`config.mk`:
```
export PLATFORM = sky130hd
export DESIGN_NAME = seg_scan_ctrl
export DESIGN_NICKNAME = d
export VERILOG_FILES = /design/src/rtl/seg_scan_ctrl.sv
export SDC_FILE = /design/constraint.sdc
export NUM_CORES = 1
export LEC_CHECK = 0
export ABC_AREA = 0
export CAP_MARGIN = 20
export CORE_ASPECT_RATIO = 0.6
export CORE_MARGIN = 5
export CORE_UTILIZATION = 40
export CTS_CLUSTER_DIAMETER = 60
export DETAILED_ROUTE_END_ITERATION = 10
export PLACE_DENSITY = 0.72
export SLEW_MARGIN = 40
export SYNTH_ARGS = -nofsm -noshare
export SYNTH_HDL_FRONTEND = slang
export SYNTH_SLANG_ARGS = --single-unit
```
`constraint.sdc`:
```
create_clock -name clk -period 5 [get_ports clk]
set_clock_uncertainty 0.2 [all_clocks]
set_input_delay 0.75 -clock clk [delete_from_list [all_inputs] [get_ports clk]]
set_output_delay 0.75 -clock clk [all_outputs]
set_load 0.01 [all_outputs]
```
`src/rtl/seg_scan_ctrl.sv`:
```
// ---------------------------------------------------------------------------
// seg_scan_ctrl
//   Scan controller for two 4-digit 7-segment banks. A 32-bit hex value arrives
//   over a valid/ready handshake and waits in a pending buffer. It is committed
//   to the display registers only at a frame boundary (or while idle), so a
//   frame never mixes old and new digits. Both banks scan in lockstep. Each
//   digit is lit for CLK_DIV cycles, then all digits are dark for BLANK_CYCLES.
//
//   Ports
//     clk, rst          system clock, asynchronous active-high reset
//     enable            1 = scanning, 0 = display dark
//     upd_valid/ready   handshake for upd_data/dp_mask/blank_lead
//     upd_data          nibble 7 = leftmost digit of bank0, nibble 0 = rightmost of bank1
//     dp_mask           decimal point per nibble
//     blank_lead        suppress leading-zero digits
//     seg0/an0          bank0 segments {DP,G..A} and digit select {K4..K1}, active-high
//     seg1/an1          bank1, same encoding
//     frame_done        one-cycle pulse when a new frame starts
//
//   state | meaning
//   ------+-----------------------------------------------
//   IDLE  | scan stopped, all digits dark
//   SHOW  | digit idx lit on both banks for CLK_DIV cycles
//   BLANK | all digits dark for BLANK_CYCLES cycles
// ---------------------------------------------------------------------------
module seg_scan_ctrl #(
    parameter int CLK_DIV      = 100000,
    parameter int BLANK_CYCLES = 16
) (
    input  logic        clk,
    input  logic        rst,
    input  logic        enable,
    input  logic        upd_valid,
    output logic        upd_ready,
    input  logic [31:0] upd_data,
    input  logic [7:0]  dp_mask,
    input  logic        blank_lead,
    output logic [7:0]  seg0,
    output logic [3:0]  an0,
    output logic [7:0]  seg1,
    output logic [3:0]  an1,
    output logic        frame_done
);

    localparam int CNT_MAX = (CLK_DIV > BLANK_CYCLES) ? CLK_DIV : BLANK_CYCLES;
    localparam int CNT_W   = (CNT_MAX > 1) ? $clog2(CNT_MAX) : 1;

    typedef enum logic [1:0] {
        IDLE  = 2'd0,
        SHOW  = 2'd1,
        BLANK = 2'd2
    } state_t;

    state_t           r_state, w_state_nxt;
    logic [1:0]       r_idx, w_idx_nxt;
    logic [CNT_W-1:0] r_cnt, w_cnt_nxt;

    logic [31:0]      r_disp, w_disp_nxt;
    logic [7:0]       r_dp, w_dp_nxt;
    logic             r_blank, w_blank_nxt;

    logic [31:0]      r_pend_data;
    logic [7:0]       r_pend_dp;
    logic             r_pend_blank;
    logic             r_upd_ready;

    logic [7:0]       r_seg0, r_seg1, w_seg0_nxt, w_seg1_nxt;
    logic [3:0]       r_an0, r_an1, w_an_nxt;
    logic             r_frame_done;

    logic             w_accept;
    logic             w_boundary;
    logic             w_commit;
    logic [3:0]       w_nib [8];
    logic [7:0]       w_lz;
    logic [2:0]       w_i0, w_i1;

    function automatic logic [6:0] hex7(input logic [3:0] n);
        case (n)
            4'h0: hex7 = 7'h3F;
            4'h1: hex7 = 7'h06;
            4'h2: hex7 = 7'h5B;
            4'h3: hex7 = 7'h4F;
            4'h4: hex7 = 7'h66;
            4'h5: hex7 = 7'h6D;
            4'h6: hex7 = 7'h7D;
            4'h7: hex7 = 7'h07;
            4'h8: hex7 = 7'h7F;
            4'h9: hex7 = 7'h6F;
            4'hA: hex7 = 7'h77;
            4'hB: hex7 = 7'h7C;
            4'hC: hex7 = 7'h39;
            4'hD: hex7 = 7'h5E;
            4'hE: hex7 = 7'h79;
            default: hex7 = 7'h71;
        endcase
    endfunction

    // The pending buffer is full exactly when ready is low.
    assign w_accept   = upd_valid && r_upd_ready;
    assign w_boundary = (r_state == BLANK) && (r_cnt == '0) && (r_idx == 2'd3) && enable;
    assign w_commit   = !r_upd_ready && (w_boundary || (r_state == IDLE));

    // Segments are decoded from the value the display regs hold after this edge,
    // so the first digit of a frame already shows the freshly committed value.
    assign w_disp_nxt  = w_commit ? r_pend_data  : r_disp;
    assign w_dp_nxt    = w_commit ? r_pend_dp    : r_dp;
    assign w_blank_nxt = w_commit ? r_pend_blank : r_blank;

    always_comb begin
        w_state_nxt = r_state;
        w_idx_nxt   = r_idx;
        w_cnt_nxt   = r_cnt;
        if (!enable) begin
            w_state_nxt = IDLE;
            w_idx_nxt   = 2'd0;
            w_cnt_nxt   = '0;
        end else begin
            case (r_state)
                IDLE: begin
                    w_state_nxt = SHOW;
                    w_idx_nxt   = 2'd0;
                    w_cnt_nxt   = CNT_W'(CLK_DIV - 1);
                end
                SHOW: begin
                    if (r_cnt == '0) begin
                        w_state_nxt = BLANK;
                        w_cnt_nxt   = CNT_W'(BLANK_CYCLES - 1);
                    end else begin
                        w_cnt_nxt = r_cnt - CNT_W'(1);
                    end
                end
                BLANK: begin
                    if (r_cnt == '0) begin
                        w_state_nxt = SHOW;
                        w_idx_nxt   = r_idx + 2'd1;   // 3 wraps to 0
                        w_cnt_nxt   = CNT_W'(CLK_DIV - 1);
                    end else begin
                        w_cnt_nxt = r_cnt - CNT_W'(1);
                    end
                end
                default: begin
                    w_state_nxt = IDLE;
                    w_idx_nxt   = 2'd0;
                    w_cnt_nxt   = '0;
                end
            endcase
        end
    end

    // Nibble i is a leading zero when it and every nibble above it are 0.
    always_comb begin
        w_lz = '0;
        for (int i = 0; i < 8; i++) begin
            w_nib[i] = w_disp_nxt[4*i +: 4];
        end
        for (int i = 1; i < 8; i++) begin
            w_lz[i] = w_blank_nxt && ((w_disp_nxt >> (4*i)) == 32'd0);
        end
    end

    // bank0 shows nibble 7-idx, bank1 nibble 3-idx.
    assign w_i0 = {1'b1, ~w_idx_nxt};
    assign w_i1 = {1'b0, ~w_idx_nxt};

    always_comb begin
        w_an_nxt   = 4'b0000;
        w_seg0_nxt = 8'h00;
        w_seg1_nxt = 8'h00;
        if (w_state_nxt == SHOW) begin
            w_an_nxt   = 4'b0001 << w_idx_nxt;
            w_seg0_nxt = {w_dp_nxt[w_i0], w_lz[w_i0] ? 7'h00 : hex7(w_nib[w_i0])};
            w_seg1_nxt = {w_dp_nxt[w_i1], w_lz[w_i1] ? 7'h00 : hex7(w_nib[w_i1])};
        end
    end

    always_ff @(posedge clk or posedge rst) begin
        if (rst) begin
            r_state      <= IDLE;
            r_idx        <= 2'd0;
            r_cnt        <= '0;
            r_disp       <= 32'd0;
            r_dp         <= 8'd0;
            r_blank      <= 1'b0;
            r_pend_data  <= 32'd0;
            r_pend_dp    <= 8'd0;
            r_pend_blank <= 1'b0;
            r_upd_ready  <= 1'b1;
            r_seg0       <= 8'd0;
            r_seg1       <= 8'd0;
            r_an0        <= 4'd0;
            r_an1        <= 4'd0;
            r_frame_done <= 1'b0;
        end else begin
            r_state      <= w_state_nxt;
            r_idx        <= w_idx_nxt;
            r_cnt        <= w_cnt_nxt;
            r_disp       <= w_disp_nxt;
            r_dp         <= w_dp_nxt;
            r_blank      <= w_blank_nxt;
            if (w_accept) begin
                r_pend_data  <= upd_data;
                r_pend_dp    <= dp_mask;
                r_pend_blank <= blank_lead;
                r_upd_ready  <= 1'b0;
            end else if (w_commit) begin
                r_upd_ready  <= 1'b1;
            end
            r_seg0       <= w_seg0_nxt;
            r_seg1       <= w_seg1_nxt;
            r_an0        <= w_an_nxt;
            r_an1        <= w_an_nxt;
            r_frame_done <= w_boundary;
        end
    end

    assign upd_ready  = r_upd_ready;
    assign seg0       = r_seg0;
    assign seg1       = r_seg1;
    assign an0        = r_an0;
    assign an1        = r_an1;
    assign frame_done = r_frame_done;

endmodule

```
; ---- Word-level counts from Yosys, hierarchy flattened
; Memories as Yosys holds them, arrays and structs flattened.
; Cells that the tools add are included.
[op_classes]
n_addsub = 2
n_lt_le_gt_ge = 4
n_eq_ne = 4
n_shift = 1
n_mux = 35
bitwise_logic = 3
n_reduce_logical = 24
[op_table]
columns = op, n
row1 = $logic_not A32 Y1, 7
row2 = $mux W17, 3
row3 = $pmux W17 S3, 1
row4 = $mux W32, 1
row5 = $bmux W4 S3, 2
row6 = $mux W8, 3
row7 = $mux W4, 5
row8 = $logic_not A17 Y1, 1
row9 = $sub A17 B1 Y17 const B, 1
row10 = $mux W7, 2
row11 = $logic_and A1 B1 Y1, 12
row12 = $mux W2, 5
row13 = $bmux W1 S2, 4
row14 = $ge A4 B4 Y1 const B, 2
row15 = $mux W1, 7
row16 = $pmux W2 S3, 1
row17 = $eq A2 B1 Y1 const B, 2
row18 = $eq A2 B2 Y1 const B, 2
row19 = $lt A2 B4 Y1 const B, 1
row20 = $lt A3 B4 Y1 const B, 1
row21 = $not A2 Y4, 1
row22 = $not A3 Y4, 1
row23 = $pmux W2 S2, 1
row24 = $shl A1 B2 Y4 const A, 1
row25 = 6 further kinds, 6
[word_totals]
reg_bits = 125
romBits = 224
in_bits = 45
out_inout_bits = 26
wordCells = 89
mem_count = 2
[memory_table]
columns = name, depth, width, read_ports, rd_ports_with_merged_regs, wr, line_no
row1 = (name not given), 16, 7, 1, 0, 0, 79  ; case (n)
row2 = (name not given), 16, 7, 1, 0, 0, 79

; ---- Logic depth before layout (Yosys ltp)
[logic_depth]
depth_word = 13
mapped_depth = 18

; ---- Worst setup path before layout
; Ideal clock, no wire load.
[synth_timing]
path_kind = flip-flop to flip-flop
startpoint = register r_cnt[13]
endpoint = register r_seg0[0] (netlist: seg0[0])
setup_ns = 0.078
arrival_time_ns = 3.420
required_ns = 4.722
setup_slack_ns = 1.302
stages_incl_launch_ff = 15
cell_sequence = dfrtp_1 > or4_4 > nor4_4 > a21oi_1 > buf_6 > buf_6 > mux2_2 > mux2_2 > mux2i_4 > inv_1 > ha_1 > o41ai_1 > a31oi_1 > a22o_1 > a21oi_1
[synth_between]
elab_chain_len = 13
elab_cells_between_ends = 34
cone_classes = eq/ne: 1 / mux: 16 / bitwise: 2 / reduce/logical: 14 / memory: 1
[synth_rtl]
columns = element, line_no
row1 = start: declaration, 56  ; logic [CNT_W-1:0] r_cnt, w_cnt_nxt;
row2 = start signal: assignment, 197  ; r_cnt <= w_cnt_nxt;
row3 = $logic_not A17 Y1 *, 101  ; assign w_boundary = (r_state == BLANK) && (r_cnt == '0) && (r_idx == 2'd3) && enable;
row4 = $logic_and A1 B1 Y1 * (3 in series), 101
row5 = $logic_or A1 B1 Y1 *, 102  ; assign w_commit = !r_upd_ready && (w_boundary || (r_state == IDLE));
row6 = $logic_and A1 B1 Y1 *, 102
row7 = $mux W32 *, 106  ; assign w_disp_nxt = w_commit ? r_pend_data : r_disp;
row8 = named net w_disp_nxt[21], 58  ; logic [31:0] r_disp, w_disp_nxt;
row9 = $bmux W4 S3 / $logic_not A32 Y1 (equally long branches), "172, 158"
row10 = $mux W4 (not written as such) / $logic_and A1 B1 Y1 (equally long branches), "172, 158"
row11 = $mux W4 (not written as such) / $bmux W1 S2 (equally long branches), 172  ; w_seg0_nxt = {w_dp_nxt[w_i0], w_lz[w_i0] ? 7'h00 : hex7(w_nib[w_i0])};
row12 = $mem_v2 Z16 W7 / $mux W1 (equally long branches), n/a
row13 = $mux W7 *, 172
row14 = $mux W8 *, 170  ; if (w_state_nxt == SHOW) begin
row15 = named net w_seg0_nxt[0], 67  ; logic [7:0] r_seg0, r_seg1, w_seg0_nxt, w_seg1_nxt;
row16 = end signal: assignment, 209  ; r_seg0 <= w_seg0_nxt;
row17 = end: declaration, 67
; The timed path passes the listed nets; every way through them passes the cells marked *. The select of a mux whose other input is x is not followed.
; A chain may end at the register's enable or synchronous reset.

; ---- Final worst setup path
[layout_timing]
startpoint = register r_cnt[0]
endpoint = register r_seg0[0] (netlist: seg0[0])
[layout_between]
elab_chain_len = 13
elab_cells_between_ends = 34
cone_classes = eq/ne: 1 / mux: 16 / bitwise: 2 / reduce/logical: 14 / memory: 1
[layout_rtl]
columns = element, line_no
row1 = $logic_not A17 Y1 *, "101, 126, 134"
row2 = branches (longest 11 deep; another with $mem_v2 Z16 W7), n/a
row3 = $mux W8 *, 170
row4 = named net w_seg0_nxt[0], 67
; Mark *: on every way through the listed nets, which the timed path passes. The select of a mux whose other input is x is not followed.

==> run summary <==
- predominant post-synthesis flop cell: dfrtp_1
- number of diodes: 0
- total routing usage reported by global routing: 0.177
- number of H-tree levels: 4
- outcome: completed
- number of register bits inferred by synthesis: 125
- number of distinct library cell variants in the gate-level netlist after synthesis: 61
- total iterations of the first detailed-routing run: 5
- CTS clk-pin slew, worst paths: 60 ps
- final critical-path required period: 4400 ps
- Routed Wire Length: 16,100 µm
- number of synthesized flops with an enable pin: 0
- fraction of synthesized cell area in xor and xnor cells: 0.0177
- Syn Std Cell Area: 6430 µm²
- static leakage: 3.48 nW
- mux share of post-synthesis cell area: 0.206
- hold buffers post-CTS: 0
- via count: 4,754
- post-synthesis cell type with the largest combined area: dfrtp_1
- Hold WC Path Type: reg2reg
- share of final-layout standard cells stronger than drive strength 1: 0.228
- Worst Tran Pin Value: 726 ps
- critical path start-end classification: reg2reg
- number of clock buffers inserted by TritonCTS: 17
- combinational family with the most area after synthesis: multiplexers
- slew margin rel.: 0.511
- signed area change from the synthesized netlist to the final layout: 23.1%
- TritonCTS clock tree: built
- Core Footprint: 15,500 µm²
- final period utilization: 0.879
- worst path bufs/invs: 4
- largest net degree at the start of global routing: 67
- leading cell type by number of instances after synthesis: dfrtp_1
- data arrival time of the critical path: 4530 ps
- number of setup buffers added after CTS: 0
- Commonest cells post-synth: 124 x dfrtp_1, 79 x mux2_2, 42 x nor2_1, 33 x mux2i_1, 32 x nand2_1
- Die X: 174 µm
- total setup violations reported at the end of the flow: 0
- worst-path cell with the longest stage delay: inv_1
- Antenna Nets Post-Route: 0
- highest clock frequency the design can meet: 0.228 GHz
- simple logic cell fraction of the synthesized area: 0.120
- total die area: 18,800 µm²
- first-pass GRT wire length: 26,300 µm
- Initial DRC Count: 325
- Resized cells post-CTS: 0
- minimum setup slack among reg-to-reg paths: 600 ps
- max-slew violation count: 0
- adder and majority gate portion of the synthesized area: 0.0350
- vias per cell: 5.57
- peak supply drop: 0.000268 V
- CTS root buf: clkbuf_16
- sequential-to-total area share from yosys stat: 0.487
- Clock Latency Late Sink: 420 ps
- number of instances in the synthesized netlist: 566
- number of rows in the core area: 35
- number of top-level design ports: 71
- Clock Path Buffers: 2
- cells along the critical path: inv_1 -> ha_1 -> nor4b_2 -> and3_1 -> mux2i_1 -> o21ai_1 -> buf_4 -> inv_1 -> mux2i_4 -> inv_1 -> ha_1 -> a21o_1 -> o32ai_1 -> o21ai_0 -> a22o_1 -> a21oi_1
- net count of the mapped netlist: 629
- clock tree sinks: 125
- DP Wirelength: 11,300 µm
- Final Power: 0.00419 W
- residual overflow from global routing: 0
- CP Max Fanout: 14
- final weighted congestion in routability-driven placement: 0.904
- critical path capture point type: flop
- number of design rule violations left after detail routing: 0
- nets@finish: 700
- power density over the cells: 529 nW/µm²
- maxcap violations: 0
- hold violation count in the final report: 0
- share of flip-flops with an asynchronous set or reset: 1.00
- routed wirelength normalized by instance count: 18.8 µm
- number of port buffers: 70
- cell repeated most along the worst path: inv_1
- mean post-synth cell area: 11.4 µm²
- CP peak stage delay: 530 ps
- Setup Total Neg Slack: 0 ps
- vias in the first global route: 4,905
- kind of launch point of the worst setup path: flop
- RSZ-0062 raised after global routing: no
- Die Y-Extent: 108 µm
- initial antenna violation count: 0
- top cell type's share of synthesized area: 0.483
- worst path required time: 5140 ps
- largest cells by area after synthesis: dfrtp_1 48%, mux2_2 14%, mux2i_1 5.1%, ha_1 3.5%, nor2_1 2.5%
- cell class contributing the biggest share of worst-path delay: buffers and inverters
- area fraction in compound gates after synthesis: 0.0961
- count of synthesis-stage warnings from yosys: 0
- initial cell density of the core: 0.414
-- registers in the layout, summed over array words and instances (netlist names), 2 cells and up --
name         count
seg1             8
r_disp          32
an1              4
r_idx            2
seg0             8
r_cnt           17
r_pend_data     32
r_state          2
r_dp             8
r_pend_dp        8
-- cell usage in the layout (no fill, tap or decap), types with 4 or more instances in the layout --
cell type and n:
nor2_1 42, inv_6 7, mux2_2 79, nor4_1 18, ha_1 18, clkbuf_16 17
nor3_1 17, clkdlybuf4s50_1 70, and3_1 6, xnor2_1 11, buf_4 10, o21ai_0 6
dfrtp_1 124, nand3_1 12, a211oi_1 5, a21oi_1 24, or2_2 4, nand2_1 31
clkinv_4 5, o211ai_1 9, inv_1 24, mux2i_1 32, a31oi_1 4, or3_1 5
-- worst paths after layout --
| check | start | end | cells past startpoint |
|---|---|---|---|
| max in group asynchronous | rst | r_disp[0] | 3 |
| worst min register to register | r_blank | r_blank | 2 |
| min in group asynchronous | rst | r_cnt[5] | 2 |
| worst max-delay path | r_cnt[0] | seg0[0] | 16 |
| worst min-delay path | r_blank | r_blank | 2 |
| worst max register to register | r_cnt[0] | seg0[0] | 16 |
-- report_power, final --
part	internal, W	switching, W	leakage (nW)
Clock	0.000698	0.000505	0.282
Sequential	0.00134	0.000215	1.52
Combinational	0.000687	0.000740	1.68
Total	0.00273	0.00146	3.48
-- through the flow --
stage / hold WS (ps) / worst slack (ps) / util / area, µm² / cells
finish: 281 / 605 / 0.509 / 7910 / 853
global route: 312 / 352 / 0.509 / 7910 / 853
CTS: 282 / 539 / 0.508 / 7900 / 853
detailed placement: 270 / 411 / 0.471 / 7330 / 821
global placement: 258 / 599 / 0.471 / 7320 / 821
floorplan: 238 / 724 / - / 6430 / 566
-- layout make-up --
cell class              count  area, µm²
clock buffers              17        425
clock inverters            15        150
fillers                  1340       7630
inverters                  26        103
multi-input cells         387       3080
flip-flops and latches    125       3130
well taps                 203        254
repair buffers             80        776
-- kinds of logic after synthesis --
| kind of cell | count (synthesis) |
|---|---|
| flip-flops | 125 |
| XOR/XNOR | 13 |
| multiplexers | 118 |
| AND/OR/NAND/NOR | 153 |
| AO/OA/AOI/OAI | 85 |
| buffers and inverters | 54 |
| adder cells (fa/ha/maj) | 18 |
-- metal layers --
| metal | global-route usage | wire [µm] | vias to the layer above | share of wire |
|---|---|---|---|---|
| li1 | - | - | 2193 | - |
| met1 | 0.259 | 8070 | 2371 | 0.50 |
| met2 | 0.255 | 6830 | 167 | 0.43 |
| met3 | 0.0524 | 955 | 23 | 0.059 |
| met4 | 0.0531 | 201 | 0 | 0.013 |
| met5 | 0 | 0 | - | 0 |
-- worst register-to-register path: stages, from the launching register on --
cell     delay (ps)
dfrtp_1         400
inv_1           130
ha_1            160
nor4b_2         290
and3_1          410
mux2i_1         300
o21ai_1         100
buf_4           200
inv_1           530
mux2i_4         390
inv_1           130
ha_1            280
a21o_1          170
o32ai_1         120
o21ai_0         120
a22o_1          260
a21oi_1         120
(Power assumes the default switching activity.)
